**config.mk**
```make
export PLATFORM = sky130hd
export DESIGN_NAME = pwm_ramp_ctrl
export DESIGN_NICKNAME = d
export VERILOG_FILES = /design/src/rtl/pwm_ramp_ctrl.sv
export SDC_FILE = /design/constraint.sdc
export NUM_CORES = 1
export LEC_CHECK = 0
export ABC_AREA = 1
export BUFFER_PORTS_ARGS = -buffer_cell sky130_fd_sc_hd__buf_2
export CORE_MARGIN = 10
export CORE_UTILIZATION = 52
export DETAILED_ROUTE_END_ITERATION = 16
export PLACE_DENSITY = 0.88
export SETUP_SLACK_MARGIN = 0.05
export SYNTH_ARGS = -nofsm -noshare
export SYNTH_HDL_FRONTEND = slang
export SYNTH_SLANG_ARGS = --single-unit
export TNS_END_PERCENT = 10
```
**constraint.sdc**
```tcl
create_clock -name clk -period 2.25 [get_ports clk]
set_input_delay 0.225 -clock clk [delete_from_list [all_inputs] [get_ports clk]]
set_output_delay 0.225 -clock clk [all_outputs]
set_load 0.01 [all_outputs]
```
**src/rtl/pwm_ramp_ctrl.sv**
```systemverilog
// Sequencer for a PWM IP: waits for PLL lock, initialises period/duty, then ramps duty toward a target.
// Define PWM_DIRECT_UPDATE_EN to jump straight to the target via duty_cycle/duty_cycle_update instead of ramping.
//
// state      | meaning
// WAIT_LOCK  | PLL not locked, output disabled
// WAIT_CFG   | locked, waiting for cfg_load
// INIT_SET   | initial_cycle/initial_duty_cycle presented to the IP
// INIT_PULSE | initial_update strobe with values held
// INIT_WAIT  | 6-cycle settle before enabling output
// RUN        | output enabled, duty tracks target
module pwm_ramp_ctrl (
  input  logic        clk,
  input  logic        rst,
  input  logic        fclk_lock,
  input  logic [9:0]  cfg_period,
  input  logic [9:0]  cfg_duty,
  input  logic        cfg_load,
  input  logic [9:0]  target_duty,
  input  logic        target_valid,
  input  logic [15:0] step_div,
  output logic        pwm_en,
  output logic [9:0]  initial_cycle,
  output logic [9:0]  initial_duty_cycle,
  output logic        initial_update,
  output logic        up,
  output logic        down,
  output logic [9:0]  duty_cycle,
  output logic        duty_cycle_update,
  output logic [9:0]  cur_duty,
  output logic        busy,
  output logic        at_target
);

  typedef enum logic [2:0] {WAIT_LOCK, WAIT_CFG, INIT_SET, INIT_PULSE, INIT_WAIT, RUN} state_t;

  state_t      state, state_n;
  logic [9:0]  period_n, init_duty_n, cur_n, target, target_n, dc_n;
  logic [9:0]  cfg_clamped, tgt_clamped;
  logic [15:0] div, div_n, step_ld;
  logic [2:0]  wcnt, wcnt_n;
  logic        pwm_en_n, init_upd_n, up_n, down_n, dcu_n, at_target_n;
  logic        pend, pend_n;

  // step_div of 0 behaves as 1, so the divider reload never underflows
  assign step_ld     = (step_div == 16'd0) ? 16'd0 : step_div - 16'd1;
  assign cfg_clamped = (cfg_duty > cfg_period) ? cfg_period : cfg_duty;
  assign tgt_clamped = (target_duty > initial_cycle) ? initial_cycle : target_duty;

  always_comb begin
    state_n     = state;
    period_n    = initial_cycle;
    init_duty_n = initial_duty_cycle;
    cur_n       = cur_duty;
    target_n    = target;
    div_n       = div;
    wcnt_n      = wcnt;
    pwm_en_n    = pwm_en;
    init_upd_n  = 1'b0;
    up_n        = 1'b0;
    down_n      = 1'b0;
    dcu_n       = 1'b0;
    dc_n        = duty_cycle;
    pend_n      = pend;
    if (!fclk_lock) begin
      state_n  = WAIT_LOCK;
      pwm_en_n = 1'b0;
      pend_n   = 1'b0;
    end else begin
      case (state)
        WAIT_LOCK: state_n = WAIT_CFG;
        WAIT_CFG: begin
          if (cfg_load) begin
            period_n    = cfg_period;
            init_duty_n = cfg_clamped;
            state_n     = INIT_SET;
          end
        end
        INIT_SET: begin
          init_upd_n = 1'b1;
          cur_n      = initial_duty_cycle;
          target_n   = initial_duty_cycle;
          state_n    = INIT_PULSE;
        end
        INIT_PULSE: begin
          wcnt_n  = 3'd5;
          state_n = INIT_WAIT;
        end
        INIT_WAIT: begin
          if (wcnt == 3'd0) begin
            pwm_en_n = 1'b1;
            div_n    = step_ld;
            state_n  = RUN;
          end else begin
            wcnt_n = wcnt - 3'd1;
          end
        end
        RUN: begin
          if (cfg_load) begin
            period_n    = cfg_period;
            init_duty_n = cfg_clamped;
            pwm_en_n    = 1'b0;
            pend_n      = 1'b0;
            state_n     = INIT_SET;
          end else begin
            if (target_valid) target_n = tgt_clamped;
`ifdef PWM_DIRECT_UPDATE_EN
            if (pend) begin
              dcu_n  = 1'b1;
              cur_n  = duty_cycle;
              pend_n = 1'b0;
            end else if (target != cur_duty) begin
              dc_n   = target;
              pend_n = 1'b1;
            end
`else
            // target never exceeds period, so stepping toward it cannot wrap
            if (div == 16'd0) begin
              div_n = step_ld;
              if (cur_duty < target) begin
                up_n  = 1'b1;
                cur_n = cur_duty + 10'd1;
              end else if (cur_duty > target) begin
                down_n = 1'b1;
                cur_n  = cur_duty - 10'd1;
              end
            end else begin
              div_n = div - 16'd1;
            end
`endif
          end
        end
        default: state_n = WAIT_LOCK;
      endcase
    end
    at_target_n = (state_n == RUN) && (cur_n == target_n);
  end

  always_ff @(posedge clk) begin
    if (rst) begin
      state              <= WAIT_LOCK;
      initial_cycle      <= '0;
      initial_duty_cycle <= '0;
      cur_duty           <= '0;
      target             <= '0;
      div                <= '0;
      wcnt               <= '0;
      pwm_en             <= 1'b0;
      initial_update     <= 1'b0;
      up                 <= 1'b0;
      down               <= 1'b0;
      duty_cycle         <= '0;
      duty_cycle_update  <= 1'b0;
      pend               <= 1'b0;
      busy               <= 1'b0;
      at_target          <= 1'b0;
    end else begin
      state              <= state_n;
      initial_cycle      <= period_n;
      initial_duty_cycle <= init_duty_n;
      cur_duty           <= cur_n;
      target             <= target_n;
      div                <= div_n;
      wcnt               <= wcnt_n;
      pwm_en             <= pwm_en_n;
      initial_update     <= init_upd_n;
      up                 <= up_n;
      down               <= down_n;
      duty_cycle         <= dc_n;
      duty_cycle_update  <= dcu_n;
      pend               <= pend_n;
      busy               <= !at_target_n;
      at_target          <= at_target_n;
    end
  end

endmodule

```
==> results_dict.tcl, run 1 <==
set metrics [dict create \
    syn_area_per_cell_um2 6.26 \
    final_nets 1102 \
    cp_data_arrival_time_ns 2.72 \
    seq_area_frac_synth_pct 25.2 \
    routed_wirelength_mm 18.6 \
    viasPerCell 5.61 \
    grt_max_degree 44 \
    dp_hpwl_mm 13.2 \
    powerDensity_nw_per_um2 412 \
    synth_flop_cell "dfxtp_1" \
    power.share.sequential_pct 42.3 \
    area_delta_synth_final_pct 31.9 \
    ios 98 \
    drv_slew 0 \
    gr-usage-all-layers_pct 22.7 \
    start_util_pct 52.7 \
    setup-violations-final 2 \
    cp_common_cell "nand3_1" \
    p_sw_share_pct 33.4 \
    drtIter0Drc 623 \
    hold_violations 0 \
    p_leak_nw 3.52 \
    final_cell_area_um2 7110 \
    ant_nets 0 \
    cts_tree "done" \
    grt.overflow.total 0 \
    fin_crit_sh_pct 111 \
    die_area_um2 14800 \
    final_common_cell "nand2_1" \
    path_class "flip-flop to flip-flop" \
    cap_violations 0 \
    worst_slack_ns -0.254 \
    synth_edf_count 0 \
    peakVddDrop_mv 0.221 \
    clock_latency_ns 0.36 \
    p_clk_share_pct 31.7 \
    placed_area_um2 6360 \
    grt_pass1_wl_mm 28.0 \
    clock_sinks 68 \
    die_h_um 122 \
    gp_congestion 0.944 \
    synth-seq-cells 68 \
    antenna_found_initial 0 \
    cp_num_cells 16 \
    vias 6482 \
    async_flop_share_pct 0 \
    clkTransAtPathRegs_ns 0.08 \
    syn-instance-count 861 \
    startpoint_type "flip-flop" \
    rsz0062_at_grt "true" \
    cp-end-kind "flip-flop" \
    drc 0 \
    yosysWarningCount 0 \
    holdPathStages 3 \
    io_buffers 86 \
    cts_buffers 9 \
    worst_pin_slew_ns 0.613 \
    critPathBufInv 2 \
    fp.dieW_um 122 \
    fmax_ghz 0.399 \
    rows 37 \
    timing.slew.headroom_pct 59.1 \
    hp-class "input pin to flip-flop" \
    fin_tns_setup_ns -0.377 \
    cp_max_fo 5 \
    r2r_cells 16 \
    p_int_mw 1.95 \
    status "complete, but fails checks" \
    slowest_delay_ns 0.34 \
    core_um2 10200 \
    cts_hold_buf 0 \
    combPwrFrac_pct 26.0 \
    violations "negative setup slack" \
    yosysUniqueCellTypes 41 \
    dr.pass1.iters 5 \
    avgRoutedWirePerCell_um 16.1 \
    syn_area_um2 5390 \
    cts_root_buf "clkbuf_8" \
    fin_crit_ns 2.50 \
    antennaDiodeCount 0 \
    switching_power_uw 980 \
    crit_family "simple AND/OR/NAND/NOR gates" \
    grt_pass1_vias 6079 \
    path_cells "inv_2 > ha_4 > nand2_2 > nor2_4 > nand3_2 > nand3_4 > buf_6 > nand3_1 > nand3_1 > nand2_1 > a21boi_0 > nand3_2 > a21oi_2 > nand3_1 > nor2_1 > nor2_1" \
    drive_gt1_share_pct 31.1 \
    required_ns 2.47 \
    layout_common_cells "nand2_1 (186), inv_1 (108), buf_2 (86)" \
    fin_skew_ns 0.0136 \
    critical-path-slowest-cell "dfxtp_2" \
    fillCellCount 796 \
    clock_path_buffers 2 \
    cts_max_level 3 \
]
## sequential cells by signal, indices dropped and copies added (netlist names), 3 cells and up
| register | cells |
|---|---|
| initial_cycle | 10 |
| target | 10 |
| cur_duty | 10 |
| initial_duty_cycle | 10 |
| state | 3 |
| wcnt | 3 |
| div | 16 |
## what timing repair did
item | CTS | global route
pin swaps | 27 | 36
gates cloned | 4 | 0
resized for setup | 64 | 59
setup endpoints to repair | 2 | 14
setup buffers | 4 | 5
## metrics by stage
stage / total power [mW] / utilization [%] / instances / hold WS, ns / setup WS [ns]
3_5_place_dp: 1.87 / 62.1 / 1126 / 0.471 / -0.165
4_1_cts: 2.85 / 66.7 / 1150 / 0.158 / -0.0449
6_report: 2.93 / 69.5 / 1155 / 0.175 / -0.254
2_1_floorplan: 1.67 / - / 871 / 0.370 / 0.0558
5_1_grt: 3.04 / 69.5 / 1155 / 0.171 / -0.398
3_3_place_gp: 1.86 / 62.1 / 1126 / 0.457 / -0.0708
## cells in the mapped netlist, drive strengths merged, types with 4 or more instances
| cell | n | area, um^2 |
|---|---|---|
| a221oi | 4 | 35.0 |
| nand2 | 220 | 836 |
| inv | 122 | 458 |
| nand4 | 21 | 131 |
| dfxtp | 68 | 1360 |
| o211ai | 12 | 90.1 |
| o21ai | 46 | 245 |
| xor2 | 13 | 114 |
| clkbuf | 17 | 63.8 |
| ha | 37 | 463 |
| a21oi | 64 | 354 |
| nor3 | 11 | 60.1 |
| a31oi | 4 | 25.0 |
| nand3 | 77 | 410 |
| a211oi | 8 | 60.1 |
| buf | 22 | 154 |
| xnor2 | 8 | 70.1 |
| nor2 | 94 | 375 |
## cell type report
class	instances	area [um^2]	share of cell area (%)
Clock buffer	12	145	2.04
Clock inverter	4	25.0	0.352
Inverter	125	477	6.70
Multi-Input combinational cell	641	3840	53.9
Sequential cell	68	1380	19.4
Tap cell	136	170	2.39
Timing Repair Buffer	169	1080	15.2
## kinds of logic after synthesis
| family | Yosys count | share of synthesized area [%] |
|---|---|---|
| xor gates and xnor gates | 21 | 3.41 |
| and+or+nand+nor | 427 | 34.2 |
| adders and majority gates | 37 | 8.58 |
| AOI/OAI and AO/OA | 143 | 15.8 |
| DFF | 68 | 25.2 |
| buffers and inverters | 164 | 12.7 |
| other | 1 | 0.0695 |
## power groups by stage
stage	clock network (mW)	logic, mW	registers, mW
floorplan	0	0.404	1.27
global placement	0	0.595	1.26
detailed placement	0	0.609	1.26
CTS	0.933	0.677	1.24
global route	0.967	0.836	1.24
finish	0.928	0.763	1.24
## layer usage
layer | routed length [um] | vias to the layer above | GRT usage, %
met5 | 0 | - | 0
li1 | - | 3114 | -
met3 | 1390 | 79 | 4.02
met4 | 801 | 0 | 11.2
met2 | 9390 | 348 | 40.5
met1 | 7010 | 2941 | 25.5
## worst reg2reg max path, cell delays in order (launching register included)
cell	delay, ns
dfxtp_2	0.34
inv_2	0.06
ha_4	0.27
nand2_2	0.08
nor2_4	0.14
nand3_2	0.11
nand3_4	0.14
buf_6	0.15
nand3_1	0.08
nand3_1	0.09
nand2_1	0.08
a21boi_0	0.23
nand3_2	0.14
a21oi_2	0.16
nand3_1	0.11
nor2_1	0.11
nor2_1	0.06
## final timing paths
check | start | to | slack [ns]
max | initial_cycle[9]$_SDFFE_PP0P_ | busy$_SDFF_PP0_ | -0.25
min | cfg_period[0] | initial_cycle[0]$_SDFFE_PP0P_ | 0.17
max reg2reg | initial_cycle[9]$_SDFFE_PP0P_ | busy$_SDFF_PP0_ | -0.25
min reg2reg | div[12]$_SDFFE_PP0P_ | div[12]$_SDFFE_PP0P_ | 0.49
No activity file was read; power rests on OpenSTA's default activity.
==> inputs of run 2 (changes only) <==
--- a/config.mk
+++ b/config.mk
@@ -8,9 +8,9 @@
 export ABC_AREA = 1
 export BUFFER_PORTS_ARGS = -buffer_cell sky130_fd_sc_hd__buf_2
 export CORE_MARGIN = 10
-export CORE_UTILIZATION = 52
+export CORE_UTILIZATION = 47
 export DETAILED_ROUTE_END_ITERATION = 16
-export PLACE_DENSITY = 0.88
+export PLACE_DENSITY = 0.82
 export SETUP_SLACK_MARGIN = 0.05
 export SYNTH_ARGS = -nofsm -noshare
 export SYNTH_HDL_FRONTEND = slang
==> results_dict.tcl, run 2 (same netlist as run 1, synthesis figures left out) <==
set metrics [dict create \
    cts_hold_buf 0 \
    cp-end-kind "flip-flop" \
    timing.slew.headroom_pct 59.8 \
    die_area_um2 16200 \
    multiInputGateArea_um2 3950 \
    final_cell_area_um2 7620 \
    final_common_cell "nand2_1" \
    grt_max_degree 44 \
    antenna_found_initial 0 \
    fin_crit_sh_pct 120 \
    hold_violations 0 \
    drive_gt1_share_pct 36.1 \
    dp_hpwl_mm 12.8 \
    avgRoutedWirePerCell_um 17.6 \
    hp-class "input pin to flip-flop" \
    cap_violations 0 \
    drtIter0Drc 876 \
    ios 98 \
    cp_max_fo 5 \
    final_cells 1190 \
    grt_pass1_vias 6026 \
    status "complete, but fails checks" \
    cts_buffers 9 \
    setup-violations-final 5 \
    worst_pin_slew_ns 0.603 \
    final_nets 1130 \
    antennaDiodeCount 0 \
    fp.dieW_um 127 \
    clock_sinks 68 \
    gp_congestion 0.996 \
    violations "negative setup slack" \
    pre_cts_slack_ns -0.149 \
    fin_tns_setup_ns -1.10 \
    drv_slew 0 \
    fmax_ghz 0.370 \
    viasPerCell 5.78 \
    grt.overflow.total 0 \
    cts_tree "done" \
    start_util_pct 47.6 \
    clkTransAtPathRegs_ns 0.07 \
    clock_path_buffers 2 \
    rows 39 \
    placed_area_um2 6460 \
    cts_root_buf "clkbuf_16" \
    largest-register "div" \
    largest_reg_flops 16 \
    slowest_delay_ns 0.37 \
    io_buffers 86 \
    vias 6877 \
    timing.hold.ws_ns 0.170 \
    dr.pass1.iters 6 \
    worst_slack_ns -0.452 \
    die_h_um 127 \
    cp_data_arrival_time_ns 2.97 \
    layout_common_cells "nand2_1 (172), buf_4 (101), inv_1 (100)" \
    gr-usage-all-layers_pct 20.7 \
    fin_crit_ns 2.70 \
    clock_latency_ns 0.35 \
    cp_common_cell "nand2_1" \
    rsz0062_at_grt "true" \
    grt_pass1_wl_mm 28.1 \
    peakVddDrop_mv 0.357 \
    path_cells "inv_2 > ha_4 > nand2_2 > nor2_4 > buf_6 > nand3_4 > nand3_4 > buf_12 > nand2_8 > nand2_1 > nand3_1 > nand2_1 > nand2_1 > nand2_2 > inv_1 > nand2_1 > nand4_1 > nor2_1 > nand3_1 > nor2_1" \
    fin_skew_ns 0.0157 \
    seq_area_um2 1380 \
    ant_nets 0 \
    routed_wirelength_mm 21.0 \
    placedCellCount 1145 \
    path_class "flip-flop to flip-flop" \
    startpoint_type "flip-flop" \
    required_ns 2.52 \
    powerDensity_nw_per_um2 482 \
    core_um2 11300 \
    area_delta_synth_final_pct 41.4 \
    critical-path-slowest-cell "dfxtp_1" \
    cts_max_level 3 \
    fillCellCount 818 \
    drc 0 \
    p_leak_nw 3.74 \
]
-- run 2: worst max-delay path, delay by kind of cell (launching register included) --
family | cells | cell delay [ns]
adder cells (fa/ha/maj) | 1 | 0.27
AND/OR/NAND/NOR | 15 | 1.59
buffers and inverters | 4 | 0.36
flip-flops | 1 | 0.37
-- run 2: area by class of cell --
| class | instances | area share (%) |
|---|---|---|
| inverters | 125 | 6.24 |
| multi-input cells | 640 | 51.8 |
| clock buffers | 9 | 2.95 |
| clock inverters | 7 | 1.20 |
| well taps | 143 | 2.35 |
| repair buffers | 198 | 17.3 |
| flip-flops and latches | 68 | 18.2 |
-- run 2: report_power, final --
| part | switching (mW) | internal, mW |
|---|---|---|
| Sequential | 0.0185 | 1.22 |
| Clock | 0.602 | 0.967 |
| Combinational | 0.507 | 0.354 |
-- run 2: path summary, 6_finish.rpt --
kind | start | to | slack [ns] | cells past startpoint
max | initial_cycle[6]$_SDFFE_PP0P_ | at_target$_SDFF_PP0_ | -0.45 | 20
min reg2reg | div[12]$_SDFFE_PP0P_ | div[12]$_SDFFE_PP0P_ | 0.49 | 2
min | cfg_period[0] | initial_cycle[0]$_SDFFE_PP0P_ | 0.17 | 3
max reg2reg | initial_cycle[6]$_SDFFE_PP0P_ | at_target$_SDFF_PP0_ | -0.45 | 20
-- run 2: repair_timing --
action | 4_1_cts | 5_1_grt
gates resized for setup | 63 | 99
pin swaps | 25 | 46
setup buffers | 12 | 15
cloned | 3 | 0
endpoints found under the setup margin | 2 | 12
-- run 2: per-layer routing --
metal  vias to the layer above  wire [um]  track usage [%]
li1                       3155          -                -
met1                      3087       7570             24.0
met2                       462      10300             36.7
met3                       173       1850             3.39
met4                         0       1300             8.71
met5                         -          0                0
-- run 2: per-stage QoR --
step,power (mW),utilization [%]
global route,3.78,67.3
CTS,3.47,62.8
floorplan,1.67,-
finish,3.67,67.3
global placement,1.88,57.0
detailed placement,1.89,57.0
